===== src/rtl/ws2812_frame_feeder.sv =====
// ws2812_frame_feeder: NUM_LEDS-entry pixel buffer plus frame sequencer for a WS2812 bit driver.
// Presents one pixel per valid/latched handshake, waits for the driver to drain, then holds the latch gap.
module ws2812_frame_feeder #(
    parameter int NUM_LEDS = 8,
    parameter int CLK_FREQ = 27_000_000,
    parameter int RESET_US = 50,
    localparam int ADDR_W  = (NUM_LEDS > 1) ? $clog2(NUM_LEDS) : 1
) (
    input  logic              clk_27M,
    input  logic              rst_n,
    input  logic              frame_start,
    input  logic              wr_en,
    input  logic [ADDR_W-1:0] wr_addr,
    input  logic [23:0]       wr_data,
    output logic [23:0]       rgb_data,
    output logic              data_valid,
    input  logic              data_latched,
    input  logic              driver_busy,
    output logic              frame_busy,
    output logic              frame_done
);

    localparam int GAP_CYCLES = (CLK_FREQ / 1_000_000) * RESET_US;
    localparam int CNT_W      = (GAP_CYCLES > 1) ? $clog2(GAP_CYCLES + 1) : 1;

    localparam logic [CNT_W-1:0]  GAP_LAST   = CNT_W'(GAP_CYCLES - 1);
    localparam logic [ADDR_W-1:0] LAST_IDX   = ADDR_W'(NUM_LEDS - 1);
    localparam logic [ADDR_W:0]   NUM_LEDS_W = (ADDR_W + 1)'(NUM_LEDS);

    typedef enum logic [2:0] {
        IDLE,
        LOAD,
        PRESENT,
        DRAIN,
        GAP,
        DONE
    } state_t;

    state_t            state;
    state_t            state_nxt;
    logic [ADDR_W-1:0] idx;
    logic [CNT_W-1:0]  gap_cnt;
    logic [23:0]       pix_mem [NUM_LEDS];

    // Handshake: rgb_data is stable while data_valid is high; a data_latched pulse
    // while data_valid is high consumes the pixel, and is ignored while data_valid is low.

    // Writes are accepted in every state; out-of-range addresses are dropped.
    always_ff @(posedge clk_27M or negedge rst_n) begin
        if (!rst_n) begin
            for (int i = 0; i < NUM_LEDS; i++) begin
                pix_mem[i] <= '0;
            end
        end else if (wr_en && ({1'b0, wr_addr} < NUM_LEDS_W)) begin
            pix_mem[wr_addr] <= wr_data;
        end
    end

    always_ff @(posedge clk_27M or negedge rst_n) begin
        if (!rst_n) begin
            state <= IDLE;
        end else begin
            state <= state_nxt;
        end
    end

    always_comb begin
        state_nxt = state;
        case (state)
            IDLE:    if (frame_start) state_nxt = LOAD;
            LOAD:    state_nxt = PRESENT;
            PRESENT: if (data_latched) state_nxt = (idx == LAST_IDX) ? DRAIN : LOAD;
            DRAIN:   if (!driver_busy) state_nxt = GAP;
            // Any busy cycle during the gap restarts the full gap.
            GAP:     if (!driver_busy && gap_cnt == GAP_LAST) state_nxt = DONE;
            DONE:    state_nxt = IDLE;
            default: state_nxt = IDLE;
        endcase
    end

    // The LOAD read uses the pre-edge buffer value, so a same-cycle write is seen next frame.
    always_ff @(posedge clk_27M or negedge rst_n) begin
        if (!rst_n) begin
            idx        <= '0;
            gap_cnt    <= '0;
            rgb_data   <= '0;
            data_valid <= 1'b0;
            frame_busy <= 1'b0;
            frame_done <= 1'b0;
        end else begin
            frame_done <= (state_nxt == DONE);
            case (state)
                IDLE: begin
                    if (frame_start) begin
                        idx        <= '0;
                        frame_busy <= 1'b1;
                    end
                end
                LOAD: begin
                    rgb_data   <= pix_mem[idx];
                    data_valid <= 1'b1;
                end
                PRESENT: begin
                    if (data_latched) begin
                        data_valid <= 1'b0;
                        if (idx != LAST_IDX) idx <= idx + 1'b1;
                    end
                end
                DRAIN: begin
                    gap_cnt <= '0;
                end
                GAP: begin
                    if (driver_busy) gap_cnt <= '0;
                    else             gap_cnt <= gap_cnt + 1'b1;
                end
                DONE: begin
                    frame_busy <= 1'b0;
                end
                default: ;
            endcase
        end
    end

endmodule


===== config.mk =====
export PLATFORM = sky130hd
export DESIGN_NAME = ws2812_frame_feeder
export DESIGN_NICKNAME = d
export VERILOG_FILES = /design/src/rtl/ws2812_frame_feeder.sv
export SDC_FILE = /design/constraint.sdc
export NUM_CORES = 1
export LEC_CHECK = 0
export CAP_MARGIN = 5
export CELL_PAD_IN_SITES_DETAIL_PLACEMENT = 2
export CELL_PAD_IN_SITES_GLOBAL_PLACEMENT = 2
export CORE_UTILIZATION = 42
export DETAILED_ROUTE_END_ITERATION = 6
export GPL_TIMING_DRIVEN = 0
export PLACE_DENSITY_LB_ADDON = 0.1
export SLEW_MARGIN = 10
export SYNTH_ARGS = -nofsm -noshare
export SYNTH_HDL_FRONTEND = slang
export SYNTH_SLANG_ARGS = --single-unit

===== constraint.sdc =====
create_clock -name clk_27M -period 2.3 [get_ports clk_27M]
set_input_delay 0.46 -clock clk_27M [delete_from_list [all_inputs] [get_ports clk_27M]]
set_output_delay 0.46 -clock clk_27M [all_outputs]
set_load 0.01 [all_outputs]

* Yosys cells after proc, flatten, opt, wreduce, memory -nomap -nowiden
Cells that the tools add are included.
** Word-level totals
- Flip-flop bits (word level) :: 236
- Input bits :: 33
- Output and inout bits :: 27
- Logic and storage cells :: 67
** Cells by class
- Add/subtract/negate cells :: 2
- Magnitude comparators :: 3
- Eq/ne operators :: 12
- Multiplexer cells :: 22
- Bitwise operators :: 2
- Reductions and logical operators :: 11
** Operators by type and width (number)
- $bwmux 192 :: 1
- $bmux 24 s3 :: 1
- $demux 24 s3 :: 1
- $mux 24 :: 3
- $pmux 11 s2 :: 1
- $mux 3 :: 7
- $pmux 3 s5 :: 1
- $eq 3x3->1 const B :: 4
- $add 11x1->11 const B :: 1
- $eq 11x11->1 const B :: 1
- $mux 11 :: 1
- $ge 4x4->1 const B :: 2
- $not 3->4 :: 2
- $reduce_bool 2->1 :: 4
- $eq 3x2->1 const B :: 2
- $ne 2x2->1 const B :: 3
- $pmux 3 s2 :: 1
- $lt 4x1->1 const B :: 1
- $pmux 1 s2 :: 2
- $reduce_and 2->1 :: 2
- $reduce_and 4->1 :: 1
- $add 3x1->3 const B :: 1
- $eq 3x1->1 const B :: 1
- $logic_not 3->1 :: 1
- 5 further kinds :: 7

* Logic depth before layout (Yosys ltp)
Gate-level depths: netlist of run 1.
- Depth in word-level cells :: 6
- Gate-level depth with buffers :: 7
- Depth with buffers taken out :: 6

* Worst setup path after synthesis of run 1
Ideal clock, no wire load.
- Kind :: input-to-reg
- Start point :: in wr_addr[2]
- End point :: reg pix_mem[120] (netlist bit)
- Library setup time :: 125 ps
- Arrival :: 1739 ps
- Required time :: 2175 ps
- Slack :: 436 ps
- Cell stages on the path :: 5
- Buffers on the path :: 2
- Path through :: clkbuf_1 > nand2b_1 > nor3b_2 > buf_2 > mux2_2
** On the way
- Cells in the longest elaborated chain, start to end :: 6
- Elaborated cells on any way between the ends :: 7
- Classes of those cells :: order compare: 2; mux: 3; bitwise: 1; reduce/logical: 1
** RTL lines
- from (decl) :: RTL line 13 : input logic [ADDR_W-1:0] wr_addr,
- $not 3->4 (not written as such) * :: RTL line 55 : pix_mem[wr_addr] <= wr_data;
- $ge 4x4->1 (not written as such) or $lt 4x1->1 (tied branches) :: RTL line 55
- $logic_and 1x1->1 (not written as such) :: RTL line 55
- $mux 24 (not written as such) :: RTL line 55
- $demux 24 s3 * :: RTL line 55
- $bwmux 192 * :: RTL line 55
- to (signal, indexed assignment) :: RTL line 55
- to (decl) :: RTL line 43 : logic [23:0] pix_mem [NUM_LEDS];
Mark *: on every way between the ends. The rest lies on a longest branch, timed or not.
A chain may end at the register's enable or synchronous reset.

* Worst setup path after layout of run 1
- Start point :: reg state[1]
- End point :: reg rgb_data[10]
** On the way
- Cells in the longest elaborated chain, start to end :: 1
** RTL lines
- from (decl) :: RTL line 39 : state_t state;
- from (signal assigned) :: RTL line 63 : state <= state_nxt;
- $eq 3x1->1 :: RTL line 92 : case (state)
- to (signal assigned) :: RTL line 100 : rgb_data <= pix_mem[idx];
- to (decl) :: RTL line 15 : output logic [23:0] rgb_data,
Every way passes these cells.

==> impl_metrics.tcl, run 1 <==
set metrics [dict create \
    status "finished clean" \
    drc_errors 0 \
    avgSynthCellArea_um2 13.1 \
    crit_type "flop to flop" \
    place_ws_ps -243 \
    io_pins 60 \
    drt_iter0_drc 235 \
    finalMaxSlewViolations 0 \
    rsz0062_at_grt "false" \
    tightest_slew_ps 875 \
    grt_max_degree 116 \
    hpwl_um 19700 \
    fmax_mhz 463 \
    final.setup_skew_ps 21.4 \
    dpl_cell_area_um2 11600 \
    gp_congestion 0.772 \
    nNetsFinal 930 \
    core-area_um2 24500 \
    yosys_warnings 0 \
    drv_cap 0 \
    power.leakage_nw 5.53 \
    fin_crit_sh 0.938 \
    grt_use_total 0.237 \
    finalHoldViolCount 0 \
    vias_per_cell 5.66 \
    clk_pin_slew_ps 60 \
    gr-total-overflow 0 \
    worst_slack_ps 142 \
    power_frac_seq 0.492 \
    end_kind "flop" \
    whs_ps 348 \
    power_mw 10.8 \
    drtPass1Iterations 4 \
    ys_seq_area_frac 0.558 \
    die_x_um 161 \
    start_util 0.431 \
    clockBufferDepth 3 \
    grt_pass1_vias 8135 \
    grt_antenna_before_repair 0 \
    p_int_mw 8.08 \
    cts-root-buf "clkbuf_16" \
    crit_arrival_ps 2630 \
    cts_tree "built" \
    io_buffers 55 \
    clockPowerShare 0.365 \
    cp-start-kind "flop" \
    numCtsBuffers 27 \
    path_buf_inv 2 \
    relSlewSlack 0.417 \
    fin_area_um2 12400 \
    h-tree-depth 1 \
    ant_nets 0 \
    setup_viol 0 \
    ys_seq_elements 236 \
    die_y_um 161 \
    finalCriticalPeriod_ps 2160 \
    switching_share 0.253 \
    grt_pass1_wl_um 47000 \
    syn_to_final_growth_pct 17.4 \
    cp_slowest_stage_delay_ps 580 \
    row_count 57 \
    cpMaxStageDelayCell "clkbuf_1" \
    pwr-share-comb 0.143 \
    wl_per_cell_um 24.2 \
    drt-total-wl_um 29900 \
    die-area_um2 25800 \
    p_per_area_nw_per_um2 871 \
    drive_above_1_share 0.290 \
    worstPathRequired_ps 2770 \
    cp_max_fo 10 \
    cp_cell_sequence "buf_6, nand2b_1, nor2_1, clkbuf_1, nand3_1, nand2_1" \
    insertion_delay_ps 540 \
    hold_path_class "input port to async pin" \
    synth_cell_types 36 \
    irDropWorstVdd_mv 0.480 \
    p_sw_mw 2.74 \
    netlist_instances 806 \
    syn_nets 843 \
    syn-cell-area_um2 10600 \
    setup_tns_ps 0 \
    path_delay_family "simple AND/OR/NAND/NOR gates" \
    vias 6968 \
    cts_setup_buffers 0 \
    cts_num_sinks 236 \
]
==> metrics by stage <==
stage	cells	util
2_1_floorplan	806	-
3_3_place_gp	1185	0.470
3_5_place_dp	1187	0.473
4_1_cts	1231	0.506
5_1_grt	1231	0.506
6_report	1232	0.506
==> cells in the final DEF (no fill, tap or decap), drive strengths merged, types with 6 or more instances in the layout <==
master	Yosys	final
nand3	26	26
mux2	192	192
clkbuf	30	72
nand2	66	66
dfrtp	236	236
o21ai	22	22
a21oi	6	6
buf	23	23
nor2	8	8
clkdlybuf4s50	0	54
a22oi	50	50
mux2i	98	98
==> cell type report <==
cell class | count | area (um2)
tap | 324 | 405
clock buffer | 39 | 771
inverter | 3 | 11.3
antenna | 1 | 2.50
fill | 2366 | 12100
buffer | 53 | 246
timing repair buffer | 58 | 621
sequential | 236 | 5910
multi-input combinational | 514 | 4430
clock inverter | 4 | 26.3
==> per-layer routing <==
metal / wire length [um] / track usage / vias to the layer above
met2: 15400 / 0.433 / 119
li1: - / - / 3084
met5: 0 / 0 / -
met4: 867 / 0.0690 / 0
met3: 875 / 0.0315 / 54
met1: 12700 / 0.292 / 3711
==> flip-flops by register name (all words and copies together) (netlist names) <==
signal / cells
frame_done: 1
rgb_data: 24
state: 3
idx: 3
gap_cnt: 11
data_valid: 1
frame_busy: 1
pix_mem: 192
==> what timing repair did <==
item                       CTS  global route
setup endpoints to repair    0            14
hold endpoints to repair     9             0
resized for setup            0             5
hold buffers                 1             0
==> synthesized netlist by cell type <==
cell,n,area share
a21oi_1,6,0.0028
a22oi_1,50,0.035
a31oi_1,3,0.0018
a41oi_1,1,0.00083
and2_1,2,0.0012
and3_1,4,0.0024
buf_2,22,0.010
buf_6,1,0.0011
clkbuf_1,27,0.0096
clkbuf_2,3,0.0014
dfrtp_1,236,0.56
ha_1,4,0.0047
inv_1,3,0.0011
mux2_2,192,0.20
mux2i_1,98,0.093
nand2_1,66,0.023
nand2b_1,3,0.0018
nand3_1,26,0.012
nand3b_1,2,0.0014
nand4_1,4,0.0024
nand4b_1,3,0.0025
nor2_1,8,0.0028
nor2b_1,3,0.0018
nor3_1,3,0.0014
nor3_2,2,0.0019
nor3b_1,1,0.00071
nor3b_2,2,0.0024
nor4_1,1,0.00059
o211ai_1,1,0.00071
o21ai_0,22,0.010
o2bb2ai_1,1,0.00083
o31ai_1,2,0.0014
o41ai_1,1,0.00083
or4_1,1,0.00071
or4b_1,1,0.00095
or4bb_1,1,0.0011
==> kinds of logic after synthesis <==
kind of cell,count (synthesis),synth area share
buffers and inverters,56,0.0235
flip-flops,236,0.558
adder cells (fa/ha/maj),4,0.00473
AND/OR/NAND/NOR,133,0.0616
AO/OA/AOI/OAI,87,0.0551
multiplexers,290,0.297
==> power by group through the flow <==
stage	Sequential [mW]	Clock (mW)	Combinational, mW
2_1_floorplan	5.23	0	1.11
5_1_grt	5.40	4.19	1.69
3_5_place_dp	5.39	0	1.55
4_1_cts	5.32	4.04	1.57
3_3_place_gp	5.30	0	1.41
6_report	5.33	3.95	1.54
==> path summary, 6_finish.rpt <==
check | start | endpoint | slack, ps | cells past startpoint
setup / recovery | state[1]$_DFF_PN0_ | rgb_data[10]$_DFFE_PN0P_ | 140 | 6
hold / removal | rst_n | pix_mem[44]$_DFFE_PN0P_ | 350 | 2
setup reg to reg | state[1]$_DFF_PN0_ | rgb_data[10]$_DFFE_PN0P_ | 140 | 6
hold reg to reg | rgb_data[22]$_DFFE_PN0P_ | rgb_data[22]$_DFFE_PN0P_ | 480 | 2
max in group asynchronous | rst_n | pix_mem[27]$_DFFE_PN0P_ | 1180 | 3
min in group clk_27M | wr_addr[0] | pix_mem[73]$_DFFE_PN0P_ | 480 | 3
No activity file was read; power rests on OpenSTA's default activity.
==> run 2, diff against run 1 <==
- SETUP_SLACK_MARGIN: unset -> 0.4
==> run 2 against run 1 <==
Effect of this change:
- global-route usage about the same
- setup slack better by 270 ps
- register-to-register slack better by 270 ps
- highest routed layer unchanged
- clock power about the same
- clock skew down 1.1 ps
- combinational power about the same
==> impl_metrics.tcl, run 2 (synthesized netlist as in run 1, its figures left out) <==
set metrics [dict create \
    status "finished clean" \
    grt_pass1_vias 8138 \
    final_common_cell "dfrtp_1" \
    start_util 0.431 \
    syn_to_final_growth_pct 17.9 \
    io_buffers 55 \
    path_buf_inv 2 \
    drc_errors 0 \
    reg_top3 "pix_mem x192, rgb_data x24, gap_cnt x11" \
    cp_max_fo 10 \
    grt_max_degree 116 \
    finalHoldViolCount 0 \
    drt-total-wl_um 29800 \
    finalMaxSlewViolations 0 \
    setup_viol 0 \
    grt_pass1_wl_um 46900 \
    cp_slowest_stage_delay_ps 540 \
    row_count 57 \
    vias_per_cell 5.64 \
    cts-root-buf "clkbuf_16" \
    p_per_area_nw_per_um2 867 \
    final.setup_skew_ps 20.3 \
    switching_share 0.253 \
    fmax_mhz 530 \
    core-area_um2 24500 \
    cp_cell_sequence "buf_6, or4b_1, buf_6, or4_1, nand3_1" \
    worstPathRequired_ps 2780 \
    wl_per_cell_um 24.2 \
    cts_num_sinks 236 \
    irDropWorstVdd_mv 0.478 \
    clockBufferDepth 3 \
    power.leakage_nw 5.81 \
    setup_tns_ps 0 \
    p_int_mw 8.08 \
    relSlewSlack 0.418 \
    vias 6943 \
    crit_arrival_ps 2360 \
    finalCriticalPeriod_ps 1890 \
    io_pins 60 \
    hpwl_um 19700 \
    grt_use_total 0.237 \
    pwr-share-comb 0.143 \
    hold_path_class "input port to async pin" \
    numCtsBuffers 27 \
    end_kind "flop" \
    r2r-start "state[1]$_DFF_PN0_" \
    cp-start-kind "flop" \
    insertion_delay_ps 540 \
    cts_setup_buffers 0 \
    rsz0062_at_grt "true" \
    drv_cap 0 \
    place_ws_ps -243 \
    tightest_slew_ps 873 \
    cts_tree "built" \
    die_x_um 161 \
    drtPass1Iterations 4 \
    cp_common_cell "buf_6" \
    drive_above_1_share 0.312 \
    nNetsFinal 930 \
    clockPowerShare 0.365 \
    power_frac_seq 0.492 \
    final_cell_mix "dfrtp_1 (236), mux2_2 (192), mux2i_1 (98)" \
    crit_path_start "state[1]$_DFF_PN0_" \
    fin_crit_sh 0.820 \
    power_mw 10.8 \
    grt_antenna_before_repair 0 \
    p_sw_mw 2.74 \
    h-tree-depth 1 \
    largest_register_ffs 192 \
    die_y_um 161 \
    crit_type "flop to flop" \
    path_delay_family "simple AND/OR/NAND/NOR gates" \
    gr-total-overflow 0 \
    gp_congestion 0.772 \
    cpMaxStageDelayCell "or4b_1" \
    ant_nets 0 \
    drt_iter0_drc 249 \
    clk_pin_slew_ps 60 \
    antenna_cells 0 \
    largest-register "pix_mem" \
    worst_slack_ps 415 \
    die-area_um2 25800 \
]
-- run 2: cell type report --
type                       count  area, um2
fill                        2371      12100
buffer                        53        287
tap                          324        405
multi-input combinational    514       4450
clock buffer                  39        771
inverter                       3       11.3
sequential                   236       5910
clock inverter                 4       26.3
timing repair buffer          58        618
-- run 2: path summary, 6_finish.rpt --
kind | endpoint | cells past startpoint | slack (ps)
worst max register to register | gap_cnt[10]$_DFFE_PN0P_ | 5 | 410
min in group clk_27M | rgb_data[19]$_DFFE_PN0P_ | 2 | 480
worst max-delay path | gap_cnt[10]$_DFFE_PN0P_ | 5 | 410
worst min-delay path | rgb_data[19]$_DFFE_PN0P_ | 2 | 350
worst min register to register | rgb_data[19]$_DFFE_PN0P_ | 2 | 480
max in group asynchronous | pix_mem[176]$_DFFE_PN0P_ | 3 | 1180
-- run 2: per-layer routing --
layer | global-route usage | vias to the layer above | share of wire
li1 | - | 3084 | -
met1 | 0.291 | 3690 | 0.43
met2 | 0.432 | 116 | 0.52
met3 | 0.0315 | 53 | 0.028
met4 | 0.0690 | 0 | 0.029
met5 | 0 | - | 0
-- run 2: per-stage QoR --
stage                     instance area (um2)  utilization  hold slack, ps  cells
after floorplan                         10600            -             164    806
after global placement                  11500        0.470             458   1185
after detailed placement                11600        0.473             277   1187
after CTS                               12400        0.507             329   1231
after global routing                    12500        0.509             339   1231
final                                   12500        0.509             348   1231
-- run 2: repair_timing --
| action | CTS | global route |
|---|---|---|
| hold buffers | 1 | 0 |
| hold endpoints to repair | 9 | 0 |
| setup endpoints to repair | 48 | 68 |
| pin swaps | 0 | 1 |
| resized for setup | 39 | 26 |
-- run 2: power by group through the flow --
stage	combinational, mW	clock, mW	sequential, mW
3_5_place_dp	1.55	0	5.39
4_1_cts	1.58	4.04	5.32
2_1_floorplan	1.11	0	5.23
6_report	1.54	3.95	5.32
3_3_place_gp	1.41	0	5.30
5_1_grt	1.70	4.19	5.40
